## config.mk

```make
export PLATFORM = sky130hd
export DESIGN_NAME = dense_tick_sequencer_flat
export DESIGN_NICKNAME = d
export VERILOG_FILES = /design/src/rtl/dense_tick_sequencer_pkg.sv /design/src/rtl/dense_tick_sequencer_if.sv /design/src/rtl/dense_tick_sequencer_tick_edge_detect.sv /design/src/rtl/dense_tick_sequencer.sv /design/src/flat_wrapper.sv
export SDC_FILE = /design/constraint.sdc
export NUM_CORES = 1
export LEC_CHECK = 0
export CAP_MARGIN = 20
export CELL_PAD_IN_SITES_DETAIL_PLACEMENT = 0
export CELL_PAD_IN_SITES_GLOBAL_PLACEMENT = 1
export CORE_AREA = 3 3 63 65
export CTS_CLUSTER_SIZE = 16
export DETAILED_ROUTE_END_ITERATION = 8
export DIE_AREA = 0 0 66 68
export PLACE_DENSITY = 0.83
export SETUP_SLACK_MARGIN = 0.3
export SYNTH_ARGS = -nofsm -noshare
export SYNTH_HDL_FRONTEND = slang
export SYNTH_HIERARCHICAL = 1
export SYNTH_SLANG_ARGS = --single-unit
```

## constraint.sdc

```tcl
create_clock -name clock_in -period 1.85 [get_ports clock_in]
set_input_delay 0.185 -clock clock_in [delete_from_list [all_inputs] [get_ports clock_in]]
set_output_delay 0.185 -clock clock_in [all_outputs]
set_load 0.05 [all_outputs]
```

## src/rtl/dense_tick_sequencer_pkg.sv

```systemverilog
`default_nettype none
// +----------------------------------------------------------------------------+
// | Module   : dense_seq_pkg                                                   |
// | Purpose  : Shared definitions for the dense-layer tick sequencer: FSM      |
// |            state encoding and default layer geometry.                      |
// | Ports    : none (package)                                                  |
// | Revision : 1.0  initial release                                            |
// +----------------------------------------------------------------------------+
package dense_seq_pkg;

  localparam int unsigned N_IN_DEF  = 16;
  localparam int unsigned N_OUT_DEF = 10;

  typedef enum logic [2:0] {
    ST_IDLE  = 3'd0,
    ST_CLEAR = 3'd1,
    ST_MAC   = 3'd2,
    ST_STORE = 3'd3,
    ST_DONE  = 3'd4
  } seq_state_e;

endpackage
`default_nettype wire

```

## src/rtl/dense_tick_sequencer_if.sv

```systemverilog
`default_nettype none
// +----------------------------------------------------------------------------+
// | Module   : dense_tick_sequencer_if                                         |
// | Purpose  : Control/strobe bundle between a tick source + controller and    |
// |            the dense-layer sequencer.                                      |
// | Ports    : master drives tick_in/start/abort and observes the rest;        |
// |            slave (the sequencer) is the mirror image.                      |
// | Revision : 1.0  initial release                                            |
// +----------------------------------------------------------------------------+
interface dense_tick_sequencer_if #(
  parameter int unsigned IN_W  = 4,
  parameter int unsigned OUT_W = 4,
  parameter int unsigned WA_W  = 8
);
  logic             tick_in;
  logic             start;
  logic             abort;
  logic             busy;
  logic [IN_W-1:0]  in_idx;
  logic [OUT_W-1:0] out_idx;
  logic [WA_W-1:0]  w_addr;
  logic             mac_clr;
  logic             mac_en;
  logic             acc_store;
  logic             done;
  logic             tick_err;

  modport master (
    output tick_in, start, abort,
    input  busy, in_idx, out_idx, w_addr, mac_clr, mac_en, acc_store, done, tick_err
  );

  modport slave (
    input  tick_in, start, abort,
    output busy, in_idx, out_idx, w_addr, mac_clr, mac_en, acc_store, done, tick_err
  );
endinterface
`default_nettype wire

```

## src/rtl/dense_tick_sequencer_tick_edge_detect.sv

```systemverilog
`default_nettype none
// +----------------------------------------------------------------------------+
// | Module   : tick_edge_detect                                                |
// | Purpose  : Rising-edge detector for a same-clock level tick. A tick held   |
// |            high for many cycles yields a single rise; a tick already high  |
// |            when reset releases is seen as a rise on the first cycle.       |
// | Ports    : clock_in  system clock                                          |
// |            rst       asynchronous active-low reset                         |
// |            tick_i    level tick input                                      |
// |            rise_o    combinational one-cycle rise indication               |
// | Revision : 1.0  initial release                                            |
// +----------------------------------------------------------------------------+
module tick_edge_detect (
  input  logic clock_in,
  input  logic rst,
  input  logic tick_i,
  output logic rise_o
);

  logic tick_q;

  always_ff @(posedge clock_in or negedge rst) begin
    if (!rst) begin
      tick_q <= 1'b0;
    end else begin
      tick_q <= tick_i;
    end
  end

  assign rise_o = tick_i & ~tick_q;

endmodule
`default_nettype wire

```

## src/rtl/dense_tick_sequencer.sv

```systemverilog
`default_nettype none
// +----------------------------------------------------------------------------+
// | Module   : dense_tick_sequencer                                            |
// | Purpose  : Turns each rising edge of the divided tick into one dense-layer |
// |            step: clear / N_IN accumulates / store per neuron, for N_OUT    |
// |            neurons, then a single done pulse.                              |
// | Ports    : clock_in  system clock                                          |
// |            rst       asynchronous active-low reset                         |
// |            bus       dense_tick_sequencer_if.slave (tick_in, start, abort  |
// |                      in; busy, indices, w_addr, strobes, done, tick_err)   |
// | Options  : TICK_WATCHDOG_EN - abort the pass with sticky tick_err when no  |
// |            tick rise arrives for WDOG_CYCLES busy cycles.                  |
// | Revision : 1.0  initial release                                            |
// +----------------------------------------------------------------------------+
module dense_tick_sequencer
  import dense_seq_pkg::*;
#(
  parameter int unsigned N_IN        = N_IN_DEF,
  parameter int unsigned N_OUT       = N_OUT_DEF,
  parameter int unsigned IN_W        = 4,
  parameter int unsigned OUT_W       = 4,
  parameter int unsigned WA_W        = 8,
  parameter int unsigned WDOG_CYCLES = 64
) (
  input  logic                  clock_in,
  input  logic                  rst,
  dense_tick_sequencer_if.slave bus
);

  localparam logic [IN_W-1:0]  IN_LAST  = IN_W'(N_IN - 1);
  localparam logic [OUT_W-1:0] OUT_LAST = OUT_W'(N_OUT - 1);

  seq_state_e       state_q;
  logic             busy_q;
  logic [IN_W-1:0]  in_idx_q;
  logic [OUT_W-1:0] out_idx_q;
  logic [WA_W-1:0]  w_addr_q;
  logic             mac_clr_q;
  logic             mac_en_q;
  logic             acc_store_q;
  logic             done_q;
  logic             tick_err_q;

  logic             tick_rise;
  logic             wdog_trip;

  tick_edge_detect u_edge (
    .clock_in (clock_in),
    .rst      (rst),
    .tick_i   (bus.tick_in),
    .rise_o   (tick_rise)
  );

`ifdef TICK_WATCHDOG_EN
  localparam int unsigned     WD_W    = $clog2(WDOG_CYCLES + 1);
  localparam logic [WD_W-1:0] WD_LAST = WD_W'(WDOG_CYCLES - 1);

  logic [WD_W-1:0] wdog_q;

  // Counts busy cycles since the last tick rise; trips on the cycle that
  // would bring it to WDOG_CYCLES.
  assign wdog_trip = busy_q & ~tick_rise & (wdog_q == WD_LAST);

  always_ff @(posedge clock_in or negedge rst) begin
    if (!rst) begin
      wdog_q <= '0;
    end else if (!busy_q || tick_rise || wdog_trip) begin
      wdog_q <= '0;
    end else begin
      wdog_q <= wdog_q + 1'b1;
    end
  end
`else
  // No watchdog: never trips. The parameter term keeps it referenced.
  assign wdog_trip = (WDOG_CYCLES == 0) & 1'b0;
`endif

  always_ff @(posedge clock_in or negedge rst) begin
    if (!rst) begin
      state_q     <= ST_IDLE;
      busy_q      <= 1'b0;
      in_idx_q    <= '0;
      out_idx_q   <= '0;
      w_addr_q    <= '0;
      mac_clr_q   <= 1'b0;
      mac_en_q    <= 1'b0;
      acc_store_q <= 1'b0;
      done_q      <= 1'b0;
      tick_err_q  <= 1'b0;
    end else begin
      mac_clr_q   <= 1'b0;
      mac_en_q    <= 1'b0;
      acc_store_q <= 1'b0;
      done_q      <= 1'b0;

      if (state_q != ST_IDLE && bus.abort) begin
        // Indices hold; the next accepted start clears them.
        state_q <= ST_IDLE;
        busy_q  <= 1'b0;
      end else if (wdog_trip) begin
        state_q    <= ST_IDLE;
        busy_q     <= 1'b0;
        tick_err_q <= 1'b1;
      end else begin
        // Indices must stay stable during their strobe cycle, so they advance
        // on the edge after it. Two tick rises are always at least two
        // cycles apart, so this never collides with the next step.
        if (mac_en_q) begin
          in_idx_q <= (in_idx_q == IN_LAST) ? '0 : in_idx_q + 1'b1;
          w_addr_q <= w_addr_q + 1'b1;
        end
        if (acc_store_q && out_idx_q != OUT_LAST) begin
          out_idx_q <= out_idx_q + 1'b1;
        end

        case (state_q)
          ST_IDLE: begin
            // Tick rises are discarded here; abort beats a simultaneous start.
            if (bus.start && !bus.abort) begin
              state_q    <= ST_CLEAR;
              busy_q     <= 1'b1;
              in_idx_q   <= '0;
              out_idx_q  <= '0;
              w_addr_q   <= '0;
              tick_err_q <= 1'b0;
            end
          end
          ST_CLEAR: begin
            if (tick_rise) begin
              mac_clr_q <= 1'b1;
              state_q   <= ST_MAC;
            end
          end
          ST_MAC: begin
            if (tick_rise) begin
              mac_en_q <= 1'b1;
              if (in_idx_q == IN_LAST) begin
                state_q <= ST_STORE;
              end
            end
          end
          ST_STORE: begin
            if (tick_rise) begin
              acc_store_q <= 1'b1;
              state_q     <= (out_idx_q == OUT_LAST) ? ST_DONE : ST_CLEAR;
            end
          end
          ST_DONE: begin
            done_q  <= 1'b1;
            busy_q  <= 1'b0;
            state_q <= ST_IDLE;
          end
          default: begin
            state_q <= ST_IDLE;
            busy_q  <= 1'b0;
          end
        endcase
      end
    end
  end

  assign bus.busy      = busy_q;
  assign bus.in_idx    = in_idx_q;
  assign bus.out_idx   = out_idx_q;
  assign bus.w_addr    = w_addr_q;
  assign bus.mac_clr   = mac_clr_q;
  assign bus.mac_en    = mac_en_q;
  assign bus.acc_store = acc_store_q;
  assign bus.done      = done_q;
  assign bus.tick_err  = tick_err_q;

endmodule
`default_nettype wire

```

## src/flat_wrapper.sv

```systemverilog
// flat-port wrapper written by rule: the top's interface ports become plain ports
module dense_tick_sequencer_flat import dense_seq_pkg::*;
#(
  parameter int unsigned N_IN        = N_IN_DEF,
  parameter int unsigned N_OUT       = N_OUT_DEF,
  parameter int unsigned IN_W        = 4,
  parameter int unsigned OUT_W       = 4,
  parameter int unsigned WA_W        = 8,
  parameter int unsigned WDOG_CYCLES = 64
)
  (clock_in, rst, bus_tick_in, bus_start, bus_abort, bus_busy, bus_in_idx, bus_out_idx, bus_w_addr, bus_mac_clr, bus_mac_en, bus_acc_store, bus_done, bus_tick_err);
  dense_tick_sequencer_if #(.IN_W(IN_W), .OUT_W(OUT_W), .WA_W(WA_W)) bus_i ();
  input  logic clock_in;
  input  logic rst;
  input wire logic [$bits(bus_i.tick_in)-1:0] bus_tick_in;
  input wire logic [$bits(bus_i.start)-1:0] bus_start;
  input wire logic [$bits(bus_i.abort)-1:0] bus_abort;
  output wire logic [$bits(bus_i.busy)-1:0] bus_busy;
  output wire logic [$bits(bus_i.in_idx)-1:0] bus_in_idx;
  output wire logic [$bits(bus_i.out_idx)-1:0] bus_out_idx;
  output wire logic [$bits(bus_i.w_addr)-1:0] bus_w_addr;
  output wire logic [$bits(bus_i.mac_clr)-1:0] bus_mac_clr;
  output wire logic [$bits(bus_i.mac_en)-1:0] bus_mac_en;
  output wire logic [$bits(bus_i.acc_store)-1:0] bus_acc_store;
  output wire logic [$bits(bus_i.done)-1:0] bus_done;
  output wire logic [$bits(bus_i.tick_err)-1:0] bus_tick_err;
  assign bus_i.tick_in = bus_tick_in;
  assign bus_i.start = bus_start;
  assign bus_i.abort = bus_abort;
  assign bus_busy = bus_i.busy;
  assign bus_in_idx = bus_i.in_idx;
  assign bus_out_idx = bus_i.out_idx;
  assign bus_w_addr = bus_i.w_addr;
  assign bus_mac_clr = bus_i.mac_clr;
  assign bus_mac_en = bus_i.mac_en;
  assign bus_acc_store = bus_i.acc_store;
  assign bus_done = bus_i.done;
  assign bus_tick_err = bus_i.tick_err;
  dense_tick_sequencer #(.N_IN(N_IN), .N_OUT(N_OUT), .IN_W(IN_W), .OUT_W(OUT_W), .WA_W(WA_W), .WDOG_CYCLES(WDOG_CYCLES)) u_core (.clock_in(clock_in), .rst(rst), .bus(bus_i));
endmodule
```

### Yosys cells after proc, flatten, opt, wreduce, memory -nomap -nowiden

Cells that the tools add are included.

* register bits: 25
* output and inout port bits: 22
* word-level logic and storage cells: 67
* input bits: 5

* add/sub/neg operators: 3
* eq/ne operators: 13
* reduce and logical (&&, ||, !) cells: 9
* bitwise gates (word level): 2
* mux-type cells: 30

Operator list (count)
* two-way mux 4 bit: 7
* two-way mux 8 bit: 3
* two-way mux 3 bit: 7
* != test 3 x 1 -> 1 bit (second input constant): 5
* case mux 3 bit (4 select lines): 1
* two-way mux 1 bit: 11
* adder 4 x 1 -> 4 bit (second input constant): 2
* adder 8 x 1 -> 8 bit (second input constant): 1
* == test 4 bit (second input constant): 2
* == test 3 x 2 -> 1 bit (second input constant): 2
* AND reduction 5 bit: 1
* != test 4 bit (second input constant): 1
* == test 3 x 1 -> 1 bit (second input constant): 1
* == test 3 bit (second input constant): 1
* logical AND 1 bit: 3
* zero test 3 bit: 1
* nonzero test 3 bit: 1
* OR reduction 3 bit: 1
* != test 2 x 1 -> 1 bit (second input constant): 1
* case mux 1 bit (2 select lines): 1
* AND reduction 2 bit: 1
* AND 1 bit: 1
* zero test 1 bit: 1
* inverter 1 bit: 1

### Logic depth before layout (Yosys ltp)

Gate-level depths: netlist of the first run.

* word-level depth: 5
* depth in mapped cells: 6
* gate-level depth less buffers: 6

### Cells and area by module

Netlist of the first run, hierarchy kept.

By module, submodules not included
* dense_tick_sequencer: sequential area each 600.6 um2, cells each 124, area each 1242.4 um2, instances 1
* tick_edge_detect: sequential area each 25.0 um2, cells each 2, area each 38.8 um2, instances 1

### Worst setup path before layout of the first run

OpenSTA, ideal clock, no wires.

* kind: register to register
* from: register u_core.in_idx_q[0] (netlist: u_core/bus.in_idx[0])
* to: register u_core.state_q[0]
* clock period less this slack: 1.684 ns
* cell stages (with the launch flop): 5
* buffers on the path: 0
* slack: 0.166 ns
* required time: 1.751 ns
* setup time: 0.099 ns
* arrival time: 1.585 ns
* cells stage by stage: dfrtp_1 > ha_1 > nand4_1 > a211o_1 > a311oi_1

* word-level cells in the longest chain between the ends: 3

RTL lines
* start, declared: RTL line dense_tick_sequencer.sv:35 `logic [IN_W-1:0] in_idx_q;`
* start signal, assigned: RTL line dense_tick_sequencer.sv:109 `in_idx_q <= (in_idx_q == IN_LAST) ? '0 : in_idx_q + 1'b1;`
* == test 4 bit: RTL line dense_tick_sequencer.sv:137 `if (in_idx_q == IN_LAST) begin`
* != test 3 x 1 -> 1 bit (no source line)
* AND reduction 5 bit (no source line)
* end signal, assigned: RTL line dense_tick_sequencer.sv:145 `state_q <= (out_idx_q == OUT_LAST) ? ST_DONE : ST_CLEAR;`
* end, declared: RTL line dense_tick_sequencer.sv:33 `seq_state_e state_q;`

No other way between the ends.
A chain may end at the register's enable or synchronous reset.

### Worst setup path after layout of the first run

* from: register u_core.state_q[1]
* to: register u_core.out_idx_q[2] (netlist: u_core/bus.out_idx[2])

* word-level cells in the longest chain between the ends: 2
* elaborated cells on any way between the ends: 4
* classes of those cells: mux: 1; reduce/logical: 3

RTL lines
* zero test 3 bit or nonzero test 3 bit (tied branches): RTL line dense_tick_sequencer.sv:116, dense_tick_sequencer.sv:96
* two-way mux 4 bit or logical AND 1 bit (tied branches): RTL line dense_tick_sequencer.sv:116, dense_tick_sequencer.sv:96
* end signal, assigned: RTL line dense_tick_sequencer.sv:113 `out_idx_q <= out_idx_q + 1'b1;`
* end, declared: RTL line dense_tick_sequencer.sv:36 `logic [OUT_W-1:0] out_idx_q;`

Parallel ways exist; a longest one is shown, timed or not.

==> impl_metrics.tcl, run 1 <==
set metrics [dict create \
    slowest_stage "dfrtp_2" \
    initial_core_util_pct 37.8 \
    setup_viol 0 \
    synthFlopType "dfrtp_1" \
    final_cells 211 \
    vias_per_cell 4.94 \
    period_needed_ns 1.56 \
    drive_gt1_share_pct 24.2 \
    skew_ns 0.0155 \
    design.core.area_um2 3390 \
    timing.rr.end "u_core/bus.out_idx[2]$_DFFE_PN0N_" \
    powerDensity_nw_per_um2 593 \
    cts_buffers 3 \
    synth.distinct_cells 36 \
    slew_viol_final 0 \
    ant_nets 0 \
    post-route-cell-area_um2 1730 \
    routabilityCongestion 0.794 \
    max_freq_mhz 641 \
    synth_edf_count 0 \
    cp-end-kind "flop" \
    cts_sinks 25 \
    dr.first_iter.drc_count 62 \
    std_cell_rows 21 \
    wire_per_inst_um 13.9 \
    cts_root_buf "clkbuf_4" \
    drc_errors 0 \
    pre_cts_slack_ns 0.0920 \
    power_leakage_nw 0.852 \
    die_y_um 68 \
    r2r_setup_slack_ns 0.29 \
    reg2reg_from "u_core/state_q[1]$_DFFE_PN0P_" \
    hold_buffers 0 \
    dpl_cell_area_um2 1610 \
    critical_path_class "reg -> reg" \
    grtUsageTotal_pct 13.4 \
    clk-insertion-delay-late_ns 0.33 \
    hpwlAfterDp_mm 1.98 \
    path_clk_slew_ns 0.15 \
    fin_ws_ns 0.291 \
    area_growth_pct 35.3 \
    die_w_um 66 \
    grt_overflow 0 \
    synth_warnings 6 \
    final_common_cell "dfrtp_1" \
    drt_wl_total_mm 2.93 \
    ios 27 \
    ys_ff_latch 25 \
    cp_max_fo 6 \
    rsz0062_at_grt "yes" \
    dr.pass1.iters 4 \
    netlist_area_um2 1280 \
    antenna_found_initial 0 \
    max_stage_delay_ns 0.51 \
    port_buffers 25 \
    startpoint_type "flop" \
    r2r_cells 6 \
    crit_required_ns 2.07 \
    crit_path_cell_trace "o31ai_4 > buf_6 > buf_12 > buf_4 > o21ai_2 > a32o_1" \
    netlist_instances 126 \
    status "completed" \
    hold_viol_final 0 \
    via_count 1042 \
    cap_violations 0 \
    clock_path_buffers 2 \
    crit_arrival_ns 1.78 \
    grt_pass1_vias 968 \
    syn_area_per_cell_um2 10.2 \
    syn_nets 135 \
    htreeDepth 1 \
    path_delay_family "compound AO/OA/AOI/OAI gates" \
    dp.cells 198 \
    grt_first_pass_wirelength_mm 4.55 \
    fin_crit_sh_pct 84.3 \
    finalSetupTns_ns 0 \
    fin_nets 175 \
    critPathBufInv 3 \
    die_area_um2 4490 \
    cts_tree "built" \
    most-common-layout-cells "20 x dfrtp_1, 16 x dlygate4sd2_1, 15 x buf_4" \
    ys_seq_area_share_pct 48.8 \
    final_core_util_pct 51.1 \
    grt_max_degree 26 \
    synthArstFlopShare_pct 100 \
    n_antenna_cell 0 \
    vdd_drop_max_mv 0.290 \
    hp-class "in -> async" \
]
==> final cells by class <==
cell class / count / area [µm²]
clock buffers: 3 / 22.5
multi-input cells: 91 / 629
fillers: 313 / 1660
clock inverters: 1 / 7.51
inverters: 2 / 7.51
flip-flops and latches: 25 / 632
repair buffers: 43 / 377
well taps: 46 / 57.6
==> registers in the layout, indices dropped and copies added, names as in the netlist <==
signal	flops
u_core/bus.acc_store	1
u_core/bus.busy	1
u_core/bus.done	1
u_core/bus.in_idx	4
u_core/bus.mac_clr	1
u_core/bus.mac_en	1
u_core/bus.out_idx	4
u_core/bus.w_addr	8
u_core/state_q	3
u_core/u_edge/tick_q	1
==> metrics by stage <==
stage,hold slack [ns],power [mW]
2_1_floorplan,-0.111,0.686
3_3_place_gp,0.527,0.745
3_5_place_dp,0.545,0.749
4_1_cts,0.210,1.01
5_1_grt,0.207,1.09
6_report,0.206,1.03
==> how the worst max path moves through the flow <==
stage | startpoint | to | cells after the start
after floorplan | u_core/bus.mac_en$_DFF_PN0_ | u_core/bus.in_idx[0]$_DFFE_PN0N_ | 4
after global placement | bus_abort | u_core/state_q[0]$_DFFE_PN0P_ | 5
after detailed placement | bus_abort | u_core/state_q[0]$_DFFE_PN0P_ | 5
after CTS | u_core/bus.in_idx[2]$_DFFE_PN0N_ | bus_in_idx[2] | 1
after global routing | u_core/state_q[1]$_DFFE_PN0P_ | u_core/bus.out_idx[2]$_DFFE_PN0N_ | 6
final | u_core/state_q[1]$_DFFE_PN0P_ | u_core/bus.out_idx[2]$_DFFE_PN0N_ | 6
==> cells in the mapped netlist (2+ instances only) <==
cell     count  area share (%)
a21oi_1      6             2.3
a22o_1       2             1.4
and2_1       2            0.98
and3_1       6             2.9
buf_2        5             2.0
dfrtp_1     25              49
ha_1         4             3.9
inv_1        2            0.59
nand2_1      9             2.6
nand3_1      9             3.5
nand4_1      2            0.98
nor2_1      14             4.1
nor2b_1      3             1.5
nor3_1       3             1.2
nor4_1       3             1.5
o21ai_1      3             1.2
xor2_1       9             6.2
==> what timing repair did <==
action | 4_1_cts | 5_1_grt
pin swaps | 1 | 7
resized for setup | 22 | 15
setup buffers | 4 | 5
cloned | 0 | 0
endpoints found under the setup margin | 33 | 18
==> per-layer routing <==
metal | track usage (%) | wire, µm | up-vias
met4 | 6.85 | 39 | 0
met1 | 17.8 | 1370 | 505
li1 | - | - | 515
met3 | 1.97 | 103 | 2
met5 | 0 | 0 | -
met2 | 21.3 | 1420 | 20
==> cell families after synthesis <==
family | synth area share, %
simple gates | 25.2
fa+ha+maj | 3.91
other cells | 0.293
flops | 48.8
buf+inv | 4.30
compound gates | 10.6
xor+xnor | 6.84
==> power breakdown <==
group	switching [mW]	internal, mW	leakage [nW]
clock network	0.171	0.0826	0.0139
registers	0.0145	0.560	0.334
logic	0.112	0.0890	0.504
(Power assumes the default switching activity.)
==> run 2, diff against run 1 <==
==> constraint.sdc (replaced) <==
create_clock -name clock_in -period 1.63 [get_ports clock_in]
set_input_delay 0.163 -clock clock_in [delete_from_list [all_inputs] [get_ports clock_in]]
set_output_delay 0.163 -clock clock_in [all_outputs]
set_load 0.05 [all_outputs]
==> impl_metrics.tcl, run 2 (synthesized netlist as in run 1, its figures left out) <==
set metrics [dict create \
    hold_buffers 0 \
    design.core.area_um2 3390 \
    grtUsageTotal_pct 14.9 \
    crit_required_ns 1.85 \
    power.share.switching_pct 28.5 \
    cts_sinks 25 \
    cp_max_fo 6 \
    dp.cells 201 \
    final_common_cell "buf_4" \
    p_sw_uw 340 \
    n_antenna_cell 0 \
    die_area_um2 4490 \
    die_y_um 68 \
    fin_ws_ns 0.0712 \
    initial_core_util_pct 37.8 \
    path_clk_slew_ns 0.13 \
    die_w_um 66 \
    ant_nets 0 \
    clk-insertion-delay-late_ns 0.32 \
    period_needed_ns 1.56 \
    largest_reg_flops 8 \
    fin_crit_sh_pct 95.6 \
    hpwlAfterDp_mm 1.98 \
    power_leakage_nw 0.851 \
    status "completed" \
    vdd_drop_max_mv 0.277 \
    dpl_cell_area_um2 1610 \
    grt_pass1_vias 1131 \
    post-route-cell-area_um2 1810 \
    antenna_found_initial 0 \
    vias_per_cell 5.15 \
    via_count 1132 \
    combPwrFrac_pct 21.8 \
    drc_errors 0 \
    intPower_uw 851 \
    final_cells 220 \
    critical_path_class "reg -> reg" \
    startpoint_type "flop" \
    cap_violations 0 \
    dr.first_iter.drc_count 49 \
    area_growth_pct 41.6 \
    pre_cts_slack_ns -0.0633 \
    drive_gt1_share_pct 43.1 \
    cp_common_cell "nor3b_4" \
    cts_buffers 3 \
    htreeDepth 1 \
    cp-end-kind "flop" \
    fillers 298 \
    slowest_stage "dfrtp_1" \
    max_freq_mhz 642 \
    power_frac_seq_pct 54.6 \
    clock_path_buffers 2 \
    finalSetupTns_ns 0 \
    r2r_cells 5 \
    grt_max_degree 26 \
    port_buffers 25 \
    hp-class "in -> async" \
    wire_per_inst_um 14.0 \
    fin_nets 184 \
    powerDensity_nw_per_um2 657 \
    ios 27 \
    cts_tree "built" \
    crit_path_cell_trace "buf_6 > nor3b_4 > nor3b_4 > nor2b_2 > a32o_1" \
    rsz0062_at_grt "yes" \
    dr.pass1.iters 4 \
    slew_viol_final 0 \
    grt_first_pass_wirelength_mm 5.16 \
    routabilityCongestion 0.801 \
    max_stage_delay_ns 0.43 \
    power.total_mw 1.19 \
    cts_root_buf "clkbuf_4" \
    setup_viol 0 \
    crit_arrival_ns 1.78 \
    skew_ns 0.00344 \
    most-common-layout-cells "44 x buf_4, 18 x dfrtp_1, 12 x nor2_1" \
    p_clk_share_pct 23.6 \
    drt_wl_total_mm 3.08 \
    hold_viol_final 0 \
    grt_overflow 0 \
    std_cell_rows 21 \
]
[run 2: cell types whose count changed in the layout (fill, tap and decap cells not counted), moves of 3 or more]
cell	before	now
buf_4	15	44
a21oi_2	1	4
dlygate4sd2_1	16	0
a21oi_1	5	2
[run 2: worst paths after layout]
path                                                        from                                 to  slack (ns)
worst max-delay path               u_core/state_q[1]$_DFFE_PN0P_  u_core/bus.out_idx[2]$_DFFE_PN0N_        0.07
worst min register to register  u_core/bus.w_addr[7]$_DFFE_PN0N_   u_core/bus.w_addr[7]$_DFFE_PN0N_        0.56
max in group asynchronous                                    rst  u_core/bus.out_idx[0]$_DFFE_PN0N_        1.18
min in group clock_in                                bus_tick_in     u_core/u_edge/tick_q$_DFF_PN0_        0.30
worst min-delay path                                         rst   u_core/bus.w_addr[4]$_DFFE_PN0N_        0.19
worst max register to register     u_core/state_q[1]$_DFFE_PN0P_  u_core/bus.out_idx[2]$_DFFE_PN0N_        0.07
[run 2: critical path: cells and delay by family, from the launching register on]
family,cells,cell delay (ns)
AND/OR/NAND/NOR,3,0.63
flip-flops,1,0.43
AO/OA/AOI/OAI,1,0.26
buffers and inverters,1,0.14
[run 2: what timing repair did]
item | 4_1_cts | 5_1_grt
resized for setup | 8 | 7
hold endpoints to repair | 0 | 0
buffers inserted | 12 | 3
endpoints found under the setup margin | 17 | 19
pin swaps | 6 | 4
[run 2: layout make-up]
cell class	instances	area, µm²	share of cell area (%)
Clock buffer	4	26.3	1.45
Inverter	2	7.51	0.414
Multi-Input combinational cell	91	673	37.1
Sequential cell	25	634	35.0
Tap cell	46	57.6	3.17
Timing Repair Buffer	52	415	22.9
[run 2: metrics by stage]
| step | hold WS, ns | util, % |
|---|---|---|
| CTS | 0.201 | 51.9 |
| global placement | 0.526 | 47.6 |
| detailed placement | 0.537 | 47.6 |
| floorplan | -0.133 | - |
| global route | 0.211 | 53.5 |
| finish | 0.191 | 53.5 |
[run 2: power by group through the flow]
stage          Clock, mW  Sequential, mW  Combinational [mW]
2_1_floorplan          0           0.692              0.0991
3_3_place_gp           0           0.663               0.185
3_5_place_dp           0           0.663               0.190
4_1_cts            0.292           0.650               0.234
5_1_grt            0.317           0.653               0.281
6_report           0.281           0.651               0.259
[run 2: layer usage]
layer	global-route usage, %	share of wire, %	up-vias
li1	-	-	532
met1	17.6	42	555
met2	27.0	51	38
met3	1.97	4.4	7
met4	6.35	2.1	0
met5	0	0	-
==> run 3, diff against run 2 <==
--- a/config.mk
+++ b/config.mk
@@ -12,6 +12,7 @@
 export CTS_CLUSTER_SIZE = 16
 export DETAILED_ROUTE_END_ITERATION = 8
 export DIE_AREA = 0 0 66 68
+export GPL_ROUTABILITY_DRIVEN = 0
 export PLACE_DENSITY = 0.83
 export SETUP_SLACK_MARGIN = 0.3
 export SYNTH_ARGS = -nofsm -noshare
==> results of run 3 <==
Same layout as run 2: the final DEF is identical, and so are final timing and power.
==> patch 1: new RTL, flow settings as in run 3 <==
`IN_W` is set to 4 in 3 places; all go to 6.
--- a/src/rtl/dense_tick_sequencer_if.sv
+++ b/src/rtl/dense_tick_sequencer_if.sv
@@ -10,3 +10,3 @@
 interface dense_tick_sequencer_if #(
-  parameter int unsigned IN_W  = 4,
+  parameter int unsigned IN_W  = 6,
   parameter int unsigned OUT_W = 4,
--- a/src/rtl/dense_tick_sequencer.sv
+++ b/src/rtl/dense_tick_sequencer.sv
@@ -19,3 +19,3 @@
   parameter int unsigned N_OUT       = N_OUT_DEF,
-  parameter int unsigned IN_W        = 4,
+  parameter int unsigned IN_W        = 6,
   parameter int unsigned OUT_W       = 4,
--- a/src/flat_wrapper.sv
+++ b/src/flat_wrapper.sv
@@ -5,3 +5,3 @@
   parameter int unsigned N_OUT       = N_OUT_DEF,
-  parameter int unsigned IN_W        = 4,
+  parameter int unsigned IN_W        = 6,
   parameter int unsigned OUT_W       = 4,
Interface: changed (resized bus_in_idx); port bits go from 27 to 29. The function was not compared with the original's and may differ.
==> patch 1 against run 3 <==
  * Area after synthesis rose by 5.3%
  * Cell area rose by 20%
  * Sequential cell count rose by 2
  * Fmax fell by 1.3%
  * Critical path depth fell by 1
  * Wire length rose by 17%
  * Setup slack got worse by 0.020 ns
Power is not compared: it rests on default switching activity, and its combinational part moved more than twofold at a synthesized area within 25%.
==> patch 1: results <==
{
  "synth_compound_area_share_pct": 11.1,
  "met1_usage_pct": 20.2,
  "seq_cell_count": 27,
  "regArea_um2": 693,
  "wl_met1_um": 1560,
  "nNetsFinal": 189,
  "synth_common_cells": "dfrtp_1 (27), nor2_1 (16), nand3_1 (9)",
  "clock_area_share_pct": 1.20,
  "drtIter0Drc": 39,
  "clkTransAtPathRegs_ns": 0.14,
  "fin_cells": 225,
  "cts_resized": 13,
  "drt-total-wl_um": 3590,
  "grt_pass1_vias": 1093,
  "synth_area_leaders": "dfrtp_1 (50%), xor2_1 (4.5%), nor2_1 (4.5%), ha_1 (3.7%), nand3_1 (3.3%)",
  "netlist_instances": 133,
  "hpwlAfterDp_um": 2110,
  "ys_warn_count": 6,
  "use_met2_pct": 25.5,
  "clk_latency_ns": 0.33,
  "cp_data_arrival_time_ns": 1.85,
  "final_layout_size_suffix_gt1_share_pct": 58.7,
  "synth-xor-area-share_pct": 7.14,
  "synth_seq_area_share_pct": 50.1,
  "vias_per_cell": 5.33,
  "grt_pass1_wl_um": 5320,
  "worstPathMaxFanout": 4,
  "antenna_found_initial": 0,
  "cts_setup_buffers": 8,
  "grt_max_degree": 28,
  "multiInputGateArea_um2": 883,
  "slowest_delay_ns": 0.50,
  "track_usage_pct": 15.8,
  "nNonClkInverters": 2,
  "placed_cell_area_mm2": 0.00172,
  "yosys-mux-area-fraction_pct": 0.742,
  "wl_met2_um": 1830,
  "dp.cells": 206,
  "io_buffer_count": 27,
  "fillers": 253,
  "powerClk_mw": 0.294,
  "clock_path_buffers": 2,
  "multi_input_cells": 95,
  "place_ws_ns": -0.0220,
  "outcome": "complete, no violations",
  "finClkSkew_ns": 0.00207,
  "buffer_area_share_pct": 23.7,
  "hp-class": "in2async",
  "use_met3_pct": 2.96,
  "dr_wl_met3_um": 146,
  "crit_slowest_cell": "or4b_4",
  "signal_buffers": 51,
  "ys_types": 38,
  "synth_fa_ha_area_share_pct": 3.71
}
## patch 1: cell count changes in the layout (fill, tap and decap cells not counted), moves of 3 or more
| cell | delta |
|---|---|
| nand3_4 | +4 |
| o21ai_0 | +3 |
| nor4b_2 | +3 |
| nand3_1 | -6 |
| nor2_4 | +5 |
| xor2_1 | -5 |
| dfrtp_1 | -5 |
| nor2_1 | -3 |
| o21ai_1 | -3 |
| buf_4 | -10 |
| buf_12 | +3 |
| dfrtp_2 | +7 |
## patch 1: final timing paths
kind,from,to,slack [ns],depth (start not counted)
max,u_core/state_q[1],u_core/bus.in_idx[4],0.05,4
min,rst,u_core/bus.w_addr[7],0.19,2
max reg2reg,u_core/state_q[1],u_core/bus.in_idx[4],0.05,4
min reg2reg,u_core/bus.w_addr[7],u_core/bus.w_addr[7],0.57,2
max in group asynchronous,rst,u_core/bus.w_addr[4],1.16,2
min in group clock_in,bus_tick_in,u_core/u_edge/tick_q,0.29,1
==> patch 2: new RTL, settings of run 3 <==
Made on the original files. The 5 states of `seq_state_e` get a one-hot encoding in 5 bits.
--- a/src/rtl/dense_tick_sequencer_pkg.sv
+++ b/src/rtl/dense_tick_sequencer_pkg.sv
@@ -13,8 +13,8 @@
 
-  typedef enum logic [2:0] {
-    ST_IDLE  = 3'd0,
-    ST_CLEAR = 3'd1,
-    ST_MAC   = 3'd2,
-    ST_STORE = 3'd3,
-    ST_DONE  = 3'd4
+  typedef enum logic [4:0] {
+    ST_IDLE  = 5'b00001,
+    ST_CLEAR = 5'b00010,
+    ST_MAC   = 5'b00100,
+    ST_STORE = 5'b01000,
+    ST_DONE  = 5'b10000
   } seq_state_e;
Formal check against the unedited RTL: same outputs for any inputs over 10 cycles, from zero or initial values and one cycle with rst low; not proved beyond that.
==> patch 2 against run 3 <==
  * The run now ends with setup timing left
  * Sequential cell count is 2 higher
  * Area after synthesis is 12% higher
  * First-iteration DRC count is 12% higher
  * Synthesized cell count is 17% higher
  * Hold slack better by 0.0075 ns
  * Cell area is 21% higher
  * Global-route usage is 3.2 points higher
  * Sequential share of layout area is 3.8 points lower
  * Wire length is 21% higher
  * Setup slack worse by 0.39 ns
  * Via count is 19% higher
  * Non-clock buffer count is 9 higher
  * Largest cell class unchanged
Power is not compared: it rests on default switching activity, and its combinational part moved more than twofold at a synthesized area within 25%.
==> patch 2: results <==
{
  "finClkSkew_ns": 0.00192,
  "slowest_delay_ns": 0.56,
  "violations": "setup timing",
  "holdWs_ns": 0.199,
  "setup_ws_ns": -0.322,
  "vias_per_cell": 5.39,
  "wl_per_cell_um": 14.8,
  "grt_max_degree": 28,
  "setup_viol": 17,
  "synth_area_leaders": "dfrtp_1 (45%), a21oi_1 (5.6%), ha_1 (3.5%), nand3_1 (3.1%), nand4_1 (3.1%)",
  "drtIter0Drc": 55,
  "ys_types": 42,
  "grt_pass1_wl_um": 6360,
  "final_layout_size_suffix_gt1_share_pct": 50.7,
  "worstPathMaxFanout": 8,
  "hpwlAfterDp_um": 2540,
  "outcome": "finished, violations left",
  "avgSynthCellArea_um2": 9.73,
  "finalSetupTns_ns": -3.32,
  "grt_pass1_vias": 1338,
  "fillers": 281,
  "reg2reg_to": "u_core/bus.w_addr[6]",
  "synth_common_cells": "dfrtp_1 (26), a21oi_1 (16), nand2_1 (9), nand3_1 (9), o21ai_0 (8)",
  "track_usage_pct": 18.1,
  "worstSetupStartpoint": "u_core/state_q[0]",
  "synth_seq_area_share_pct": 47.3,
  "place_ws_ns": -0.330,
  "dp.cells": 239,
  "placed_cell_area_mm2": 0.00188,
  "syn_nets": 156,
  "drt-total-wl_um": 3720,
  "crit_slowest_cell": "dfstp_2",
  "nNetsFinal": 215
}
-- patch 2: worst register-to-register path: stages (launching register included) --
cell and delay [ns]:
dfstp_2 0.56, or4b_4 0.47, o21a_4 0.24, or4_4 0.42, mux2i_2 0.19
-- patch 2: metal layers --
layer / wire [um] / vias up / GRT usage [%]
met5: 0 / - / 0
li1: - / 658 / -
met1: 1680 / 669 / 24.0
met4: 38 / 0 / 4.82
met3: 120 / 4 / 2.30
met2: 1880 / 21 / 31.3
-- patch 2: cells by family (layout without fill, tap and decap cells) --
| kind of cell | after synthesis | count (layout) | share of synthesized area [%] |
|---|---|---|---|
| and+or+nand+nor | 61 | 61 | 25.4 |
| DFF | 27 | 27 | 47.3 |
| other | 1 | 1 | 0.262 |
| muxes | 4 | 4 | 2.89 |
| xor gates and xnor gates | 1 | 1 | 0.613 |
| AOI/OAI and AO/OA | 36 | 36 | 15.6 |
| buffers and inverters | 13 | 71 | 4.46 |
| adders and majority gates | 4 | 4 | 3.50 |
-- patch 2: layout make-up --
class	count	area share, %
Multi-Input combinational cell	107	40.3
Sequential cell	27	31.1
Timing Repair Buffer	61	23.6
Tap cell	46	2.63
Clock buffer	3	1.03
Inverter	6	1.03
Clock inverter	1	0.228
-- patch 2: power by group through the flow --
stage	combinational, mW	sequential [mW]	clock, mW
2_1_floorplan	0.330	0.806	0
3_3_place_gp	0.688	0.747	0
3_5_place_dp	0.703	0.748	0
4_1_cts	0.898	0.739	0.297
5_1_grt	1.10	0.747	0.318
6_report	1.04	0.740	0.287
-- patch 2: timing repair --
action	in CTS	in global routing
pin swaps	16	11
cloned	0	0
hold endpoints to repair	0	0
resized for setup	25	23
setup buffers	5	3
endpoints found under the setup margin	22	24
